**config.mk**
```make
export PLATFORM = sky130hd
export DESIGN_NAME = nn_argmax
export DESIGN_NICKNAME = d
export VERILOG_FILES = /design/src/rtl/nn_pkg.sv /design/src/rtl/nn_top2_tracker.sv /design/src/rtl/nn_argmax.sv
export SDC_FILE = /design/constraint.sdc
export NUM_CORES = 1
export LEC_CHECK = 0
export CAP_MARGIN = 20
export CELL_PAD_IN_SITES_DETAIL_PLACEMENT = 0
export CELL_PAD_IN_SITES_GLOBAL_PLACEMENT = 2
export CORE_MARGIN = 2
export CORE_UTILIZATION = 38
export DETAILED_ROUTE_END_ITERATION = 6
export PLACE_DENSITY_LB_ADDON = 0.1
export REMOVE_ABC_BUFFERS = 1
export SYNTH_ARGS = -nofsm -noshare
export SYNTH_HDL_FRONTEND = slang
export SYNTH_HIERARCHICAL = 1
export SYNTH_SLANG_ARGS = --single-unit
```
**constraint.sdc**
```tcl
create_clock -name clk -period 4.3 [get_ports clk]
set_input_delay 0.86 -clock clk [delete_from_list [all_inputs] [get_ports clk]]
set_output_delay 0.86 -clock clk [all_outputs]
set_load 0.01 [all_outputs]
```
**src/rtl/nn_pkg.sv**
```systemverilog
// Shared definitions for the neural-network output stage.
// Holds the score width rule, class index width, argmax state encoding
// and the signed score type at the default feature width.
package nn_pkg;

  localparam int CLS_IDX_W = 4;

  // Score width grows 16 bits beyond the network feature width.
  function automatic int score_w(input int feature_wide);
    return feature_wide + 16;
  endfunction

  typedef enum logic [1:0] {
    IDLE = 2'd0,
    ACC  = 2'd1,
    HOLD = 2'd2
  } argmax_state_e;

  localparam int SCORE_W_DEF = score_w(7);
  typedef logic signed [SCORE_W_DEF-1:0] score_t;

endpackage

```
**src/rtl/nn_top2_tracker.sv**
```systemverilog
// Running best (and, with NN_ARGMAX_CONF_MARGIN_EN, second-best) score tracker.
// Ports: i_first/i_beat mark an accepted beat (first of frame or not), i_idx is
// its class index, i_clear drops state; o_res_* show the result including the
// current beat, o_low_conf flags a top-two gap (or threshold distance) below MARGIN.
module nn_top2_tracker
  import nn_pkg::*;
#(
  parameter int                         CLASS_NUM = 1,
  parameter int                         SCORE_W   = 23,
  parameter logic signed [SCORE_W-1:0]  THRESH    = '0,
  parameter logic        [SCORE_W-1:0]  MARGIN    = '0
) (
  input  logic                        clk,
  input  logic                        rst_n,
  input  logic                        i_clear,
  input  logic                        i_first,
  input  logic                        i_beat,
  input  logic [CLS_IDX_W-1:0]        i_idx,
  input  logic signed [SCORE_W-1:0]   i_score,
  output logic signed [SCORE_W-1:0]   o_res_score,
  output logic [CLS_IDX_W-1:0]        o_res_idx,
  output logic                        o_low_conf
);

  logic signed [SCORE_W-1:0] r_best;
  logic signed [SCORE_W-1:0] w_nxt_best;
  logic [CLS_IDX_W-1:0]      r_idx;
  logic [CLS_IDX_W-1:0]      w_nxt_idx;
  logic                      w_gt;

  // Strictly greater only, so a tie keeps the earlier (lower) index.
  assign w_gt = i_score > r_best;

  always_comb begin
    w_nxt_best = r_best;
    w_nxt_idx  = r_idx;
    if (i_first) begin
      w_nxt_best = i_score;
      w_nxt_idx  = '0;
    end else if (w_gt) begin
      w_nxt_best = i_score;
      w_nxt_idx  = i_idx;
    end
  end

  always_ff @(posedge clk or negedge rst_n) begin
    if (!rst_n) begin
      r_best <= '0;
      r_idx  <= '0;
    end else if (i_clear) begin
      r_best <= '0;
      r_idx  <= '0;
    end else if (i_beat) begin
      r_best <= w_nxt_best;
      r_idx  <= w_nxt_idx;
    end
  end

  assign o_res_score = w_nxt_best;
  assign o_res_idx   = w_nxt_idx;

`ifdef NN_ARGMAX_CONF_MARGIN_EN
  localparam logic signed [SCORE_W-1:0] SCORE_MIN = {1'b1, {(SCORE_W-1){1'b0}}};

  logic signed [SCORE_W-1:0] r_second;
  logic signed [SCORE_W-1:0] w_nxt_second;
  logic signed [SCORE_W:0]   w_gap;
  logic [SCORE_W:0]          w_mag;

  // A new best demotes the old best; otherwise a larger beat displaces second.
  always_comb begin
    w_nxt_second = r_second;
    if (i_first) begin
      w_nxt_second = SCORE_MIN;
    end else if (w_gt) begin
      w_nxt_second = r_best;
    end else if (i_score > r_second) begin
      w_nxt_second = i_score;
    end
  end

  always_ff @(posedge clk or negedge rst_n) begin
    if (!rst_n) begin
      r_second <= SCORE_MIN;
    end else if (i_clear) begin
      r_second <= SCORE_MIN;
    end else if (i_beat) begin
      r_second <= w_nxt_second;
    end
  end

  // One extra bit keeps the difference exact across the full signed range.
  always_comb begin
    if (CLASS_NUM == 1) begin
      w_gap = {i_score[SCORE_W-1], i_score} - {THRESH[SCORE_W-1], THRESH};
    end else begin
      w_gap = {w_nxt_best[SCORE_W-1], w_nxt_best} - {w_nxt_second[SCORE_W-1], w_nxt_second};
    end
    w_mag = w_gap[SCORE_W] ? (~w_gap + 1'b1) : w_gap;
  end

  assign o_low_conf = w_mag < {1'b0, MARGIN};
`else
  logic w_unused;
  assign w_unused   = ^{MARGIN, THRESH, (CLASS_NUM == 1)};
  assign o_low_conf = 1'b0;
`endif

endmodule

```
**src/rtl/nn_argmax.sv**
```systemverilog
// Output-layer reducer: serial signed scores -> winning class index and score,
// or a binary threshold decision when CLASS_NUM==1. Optional NN_ARGMAX_CONF_MARGIN_EN
// adds a low-confidence flag. Ports: s_* score stream, m_* result handshake, flush abort.
module nn_argmax
  import nn_pkg::*;
#(
  parameter int                                         CLASS_NUM    = 1,
  parameter int                                         FEATURE_WIDE = 7,
  parameter logic signed [score_w(FEATURE_WIDE)-1:0]    THRESH       = '0,
  parameter logic        [score_w(FEATURE_WIDE)-1:0]    MARGIN       = (score_w(FEATURE_WIDE))'(64),
  localparam int                                        SCORE_W      = score_w(FEATURE_WIDE)
) (
  input  logic                        clk,
  input  logic                        rst_n,
  input  logic                        flush,
  input  logic                        s_valid,
  input  logic signed [SCORE_W-1:0]   s_score,
  output logic                        s_ready,
  output logic                        m_valid,
  input  logic                        m_ready,
  output logic [CLS_IDX_W-1:0]        m_class,
  output logic signed [SCORE_W-1:0]   m_score,
  output logic                        m_low_conf
);

  localparam logic [CLS_IDX_W-1:0] LAST_IDX = CLS_IDX_W'(CLASS_NUM - 1);

  argmax_state_e               r_state;
  logic [CLS_IDX_W-1:0]        r_cnt;
  logic                        r_s_ready;
  logic                        r_m_valid;
  logic [CLS_IDX_W-1:0]        r_m_class;
  logic signed [SCORE_W-1:0]   r_m_score;
  logic                        r_m_low_conf;

  logic                        w_accept;
  logic                        w_first;
  logic                        w_last;
  logic                        w_decision;
  logic [CLS_IDX_W-1:0]        w_res_class;
  logic signed [SCORE_W-1:0]   w_res_score;
  logic [CLS_IDX_W-1:0]        w_res_idx;
  logic                        w_low_conf;

  // flush wins: a beat presented alongside it is dropped.
  assign w_accept   = s_valid && r_s_ready && !flush;
  assign w_first    = w_accept && (r_state == IDLE);
  assign w_last     = w_accept && (((r_state == IDLE) && (CLASS_NUM == 1)) ||
                                   ((r_state == ACC) && (r_cnt == LAST_IDX)));
  assign w_decision = s_score >= THRESH;
  assign w_res_class = (CLASS_NUM == 1) ? {{(CLS_IDX_W-1){1'b0}}, w_decision} : w_res_idx;

  nn_top2_tracker #(
    .CLASS_NUM (CLASS_NUM),
    .SCORE_W   (SCORE_W),
    .THRESH    (THRESH),
    .MARGIN    (MARGIN)
  ) u_tracker (
    .clk         (clk),
    .rst_n       (rst_n),
    .i_clear     (flush),
    .i_first     (w_first),
    .i_beat      (w_accept),
    .i_idx       (r_cnt),
    .i_score     (s_score),
    .o_res_score (w_res_score),
    .o_res_idx   (w_res_idx),
    .o_low_conf  (w_low_conf)
  );

  always_ff @(posedge clk or negedge rst_n) begin
    if (!rst_n) begin
      r_state      <= IDLE;
      r_cnt        <= '0;
      r_s_ready    <= 1'b1;
      r_m_valid    <= 1'b0;
      r_m_class    <= '0;
      r_m_score    <= '0;
      r_m_low_conf <= 1'b0;
    end else if (flush) begin
      r_state   <= IDLE;
      r_cnt     <= '0;
      r_s_ready <= 1'b1;
      r_m_valid <= 1'b0;
    end else if (w_accept) begin
      if (w_last) begin
        // Result registers load only here, so they hold steady under back-pressure.
        r_state      <= HOLD;
        r_cnt        <= '0;
        r_s_ready    <= 1'b0;
        r_m_valid    <= 1'b1;
        r_m_class    <= w_res_class;
        r_m_score    <= (CLASS_NUM == 1) ? s_score : w_res_score;
        r_m_low_conf <= w_low_conf;
      end else begin
        r_state <= ACC;
        r_cnt   <= r_cnt + 1'b1;
      end
    end else if ((r_state == HOLD) && m_ready) begin
      r_state   <= IDLE;
      r_s_ready <= 1'b1;
      r_m_valid <= 1'b0;
    end
  end

  assign s_ready    = r_s_ready;
  assign m_valid    = r_m_valid;
  assign m_class    = r_m_class;
  assign m_score    = r_m_score;
  assign m_low_conf = r_m_low_conf;

endmodule

```
==> out/qor.yml <==
floorplanning:
  floorplan.rows: 22
  core_area_mm2: 0.003716
  floorplan.die.width_um: 66.81
  dieHeight_um: 66.81
  start_util_pct: 40.34
  die_area_mm2: 0.004463
  io-pin-count: 58
place:
  detailed_place_hpwl_mm: 2.111
  place.gp.congestion: 0.7974
  placed_cells_incl_taps: 204
  quantity_of_i_o_buffers_inserted_on_ports: 54
  detailed_place.area_mm2: 0.002042
clock_tree:
  cts.root.buffer_cell: "sky130_fd_sc_hd__clkbuf_8"
  clock_insertion_delay_worst_skew_ns: 0.27
  clkSlewWorstSetupHoldPaths_ns: 0.07
  clk_path_buf_depth: 2
  cts.htree.levels: 2
  tritoncts: "yes"
  numCtsBuffers: 5
  cts.repair_timing.setup_buffer_count: 0
  cts.hold.buffers_added: 0
  clock_sink_count: 33
  post_cts_resized: 0
layout:
  syn2layout_area_growth_pct: 41.65
  antennaDiodeCount: 0
  layout-drive-gt1-share_pct: 21.34
  mostFrequentLayoutCells: "sky130_fd_sc_hd__clkdlybuf4s50_1 (54), sky130_fd_sc_hd__dfrtp_1 (32), sky130_fd_sc_hd__mux2_4 (19)"
  mostFrequentLayoutCell: "sky130_fd_sc_hd__clkdlybuf4s50_1"
  post_layout_instance_count_excluding_filler_cells: 212
  finish.net_count: 193
  cell_area_after_layout_mm2: 0.002123
  area_used_by_multi_input_combinational_logic_um2: 588.1
  fill_cells: 323
  sequential_cell_area_um2: 827.0
drt:
  first_pass_iters: 4
  route.detailed.drc: 0
  drtIter0Drc: 67
  detail_route.wirelength_mm: 2.951
  via_count: 1008
  remaining_antenna_violation_count_after_routing: 0
  routed_via_density: 4.755
  routedWlPerCell_um: 13.92
worst_setup_path:
  critical_path.reg2reg.endpoint: "m_score[8]"
  data_arrival_time_of_the_worst_path_ns: 2.88
  worst-path-max-fanout: 14
  worstSetupEndpointType: "flip-flop"
  critPathLaunchType: "input port"
  critical_path.endpoint: "m_score[2]"
  worstReg2RegStart: "r_cnt[0]"
  critical_path_required_ns: 4.45
  timing_worst_setup_path_type: "input port to flip-flop"
  worst-r2r-setup-slack_ns: 1.65
  timing.critical_path.from: "flush"
  rr_worst_depth: 6
pwr:
  irDropWorstVdd_uv: 214.9
  total_power_mw: 0.9286
  static-leakage-power_nw: 0.9682
  power_density_mw_per_mm2: 437.4
timing:
  maxClockFrequency_mhz: 366.5
  fin_crit_sh_pct: 63.46
  setup_violations: 0
  finalMaxSlewViolations: 0
  relSlewSlack_pct: 51.79
  final_hold_viol_count: 0
  fin_hold_ws_ns: 0.5116
  fin_worst_skew_ns: 0.008631
  timing.final.crit_period_ns: 2.729
  aggregate_negative_setup_slack_ns: 0
  worstMarginPinSlew_ns: 0.7231
  rsz0062_at_grt: "no"
grt:
  first_global_vias: 1031
  number_of_antenna_violations_at_the_first_check_in_global_routing: 0
  global_route_usage_sum_pct: 14.46
  grt_start_max_net_pins: 34
  grt_first_pass_wirelength_mm: 4.692
  grt_overflow_total: 0
logic_synthesis:
  syn_avg_cell_area_um2: 13.75
  synth-warning-count: 6
  synth_cell_area_mm2: 0.001499
  synthesized_netlist_cell_count: 109
run_status:
  status: "complete, no violations"
min_path:
  hold_path_class: "flip-flop to flip-flop"
job:
  max-cap-violations: 0
[flip-flops by register name, summed over array words and instances, names as in the netlist]
register    flops
m_class         1
m_low_conf      1
m_score        23
m_valid         1
r_cnt           4
r_state         2
s_ready         1
[how the worst min path moves through the flow]
| stage | startpoint | endpoint | slack, ns | cells after the start |
|---|---|---|---|---|
| 4_1_cts | m_score[13] | m_score[13] | 0.52 | 1 |
| 3_5_place_dp | m_score[0] | m_score[0] | 0.49 | 1 |
| 5_1_grt | m_score[2] | m_score[2] | 0.53 | 1 |
| 6_report | m_score[13] | m_score[13] | 0.51 | 1 |
| 3_3_place_gp | m_score[3] | m_score[3] | 0.49 | 1 |
| 2_1_floorplan | r_cnt[3] | r_cnt[3] | 0.53 | 2 |
[worst max-delay path: stages]
cell and delay (ns):
sky130_fd_sc_hd__clkdlybuf4s50_1 0.65, sky130_fd_sc_hd__a211o_1 0.63, sky130_fd_sc_hd__buf_4 0.37, sky130_fd_sc_hd__mux2_2 0.36
[stage by stage]
step,util [%],setup slack [ns]
floorplan,-,1.902
global placement,54.95,1.324
detailed placement,54.95,1.286
CTS,57.14,1.579
global route,57.14,1.515
finish,57.14,1.571
[where the power goes]
part           switching, mW  leakage (nW)  internal (mW)
Clock                  0.103        0.0422          0.113
Combinational          0.101         0.526          0.202
Sequential            0.0362         0.399          0.374
Total                  0.240         0.968          0.689
[routing by layer]
metal | wire length [um] | global-route usage [%] | up-vias
met1 | 1286 | 17.51 | 483
met3 | 259 | 5.912 | 5
met4 | 36 | 5.357 | 0
li1 | - | - | 475
met5 | 0 | 0 | -
met2 | 1369 | 23.00 | 45
[area by class of cell]
type                            count  share of cell area (%)
Multi-Input combinational cell     64                   27.70
Clock buffer                        7                   3.595
Tap cell                           48                   2.829
Timing Repair Buffer               56                   26.16
Clock inverter                      1                  0.2357
Inverter                            3                  0.5303
Sequential cell                    33                   38.95
Note: power is estimated with default switching activity, not from simulation.
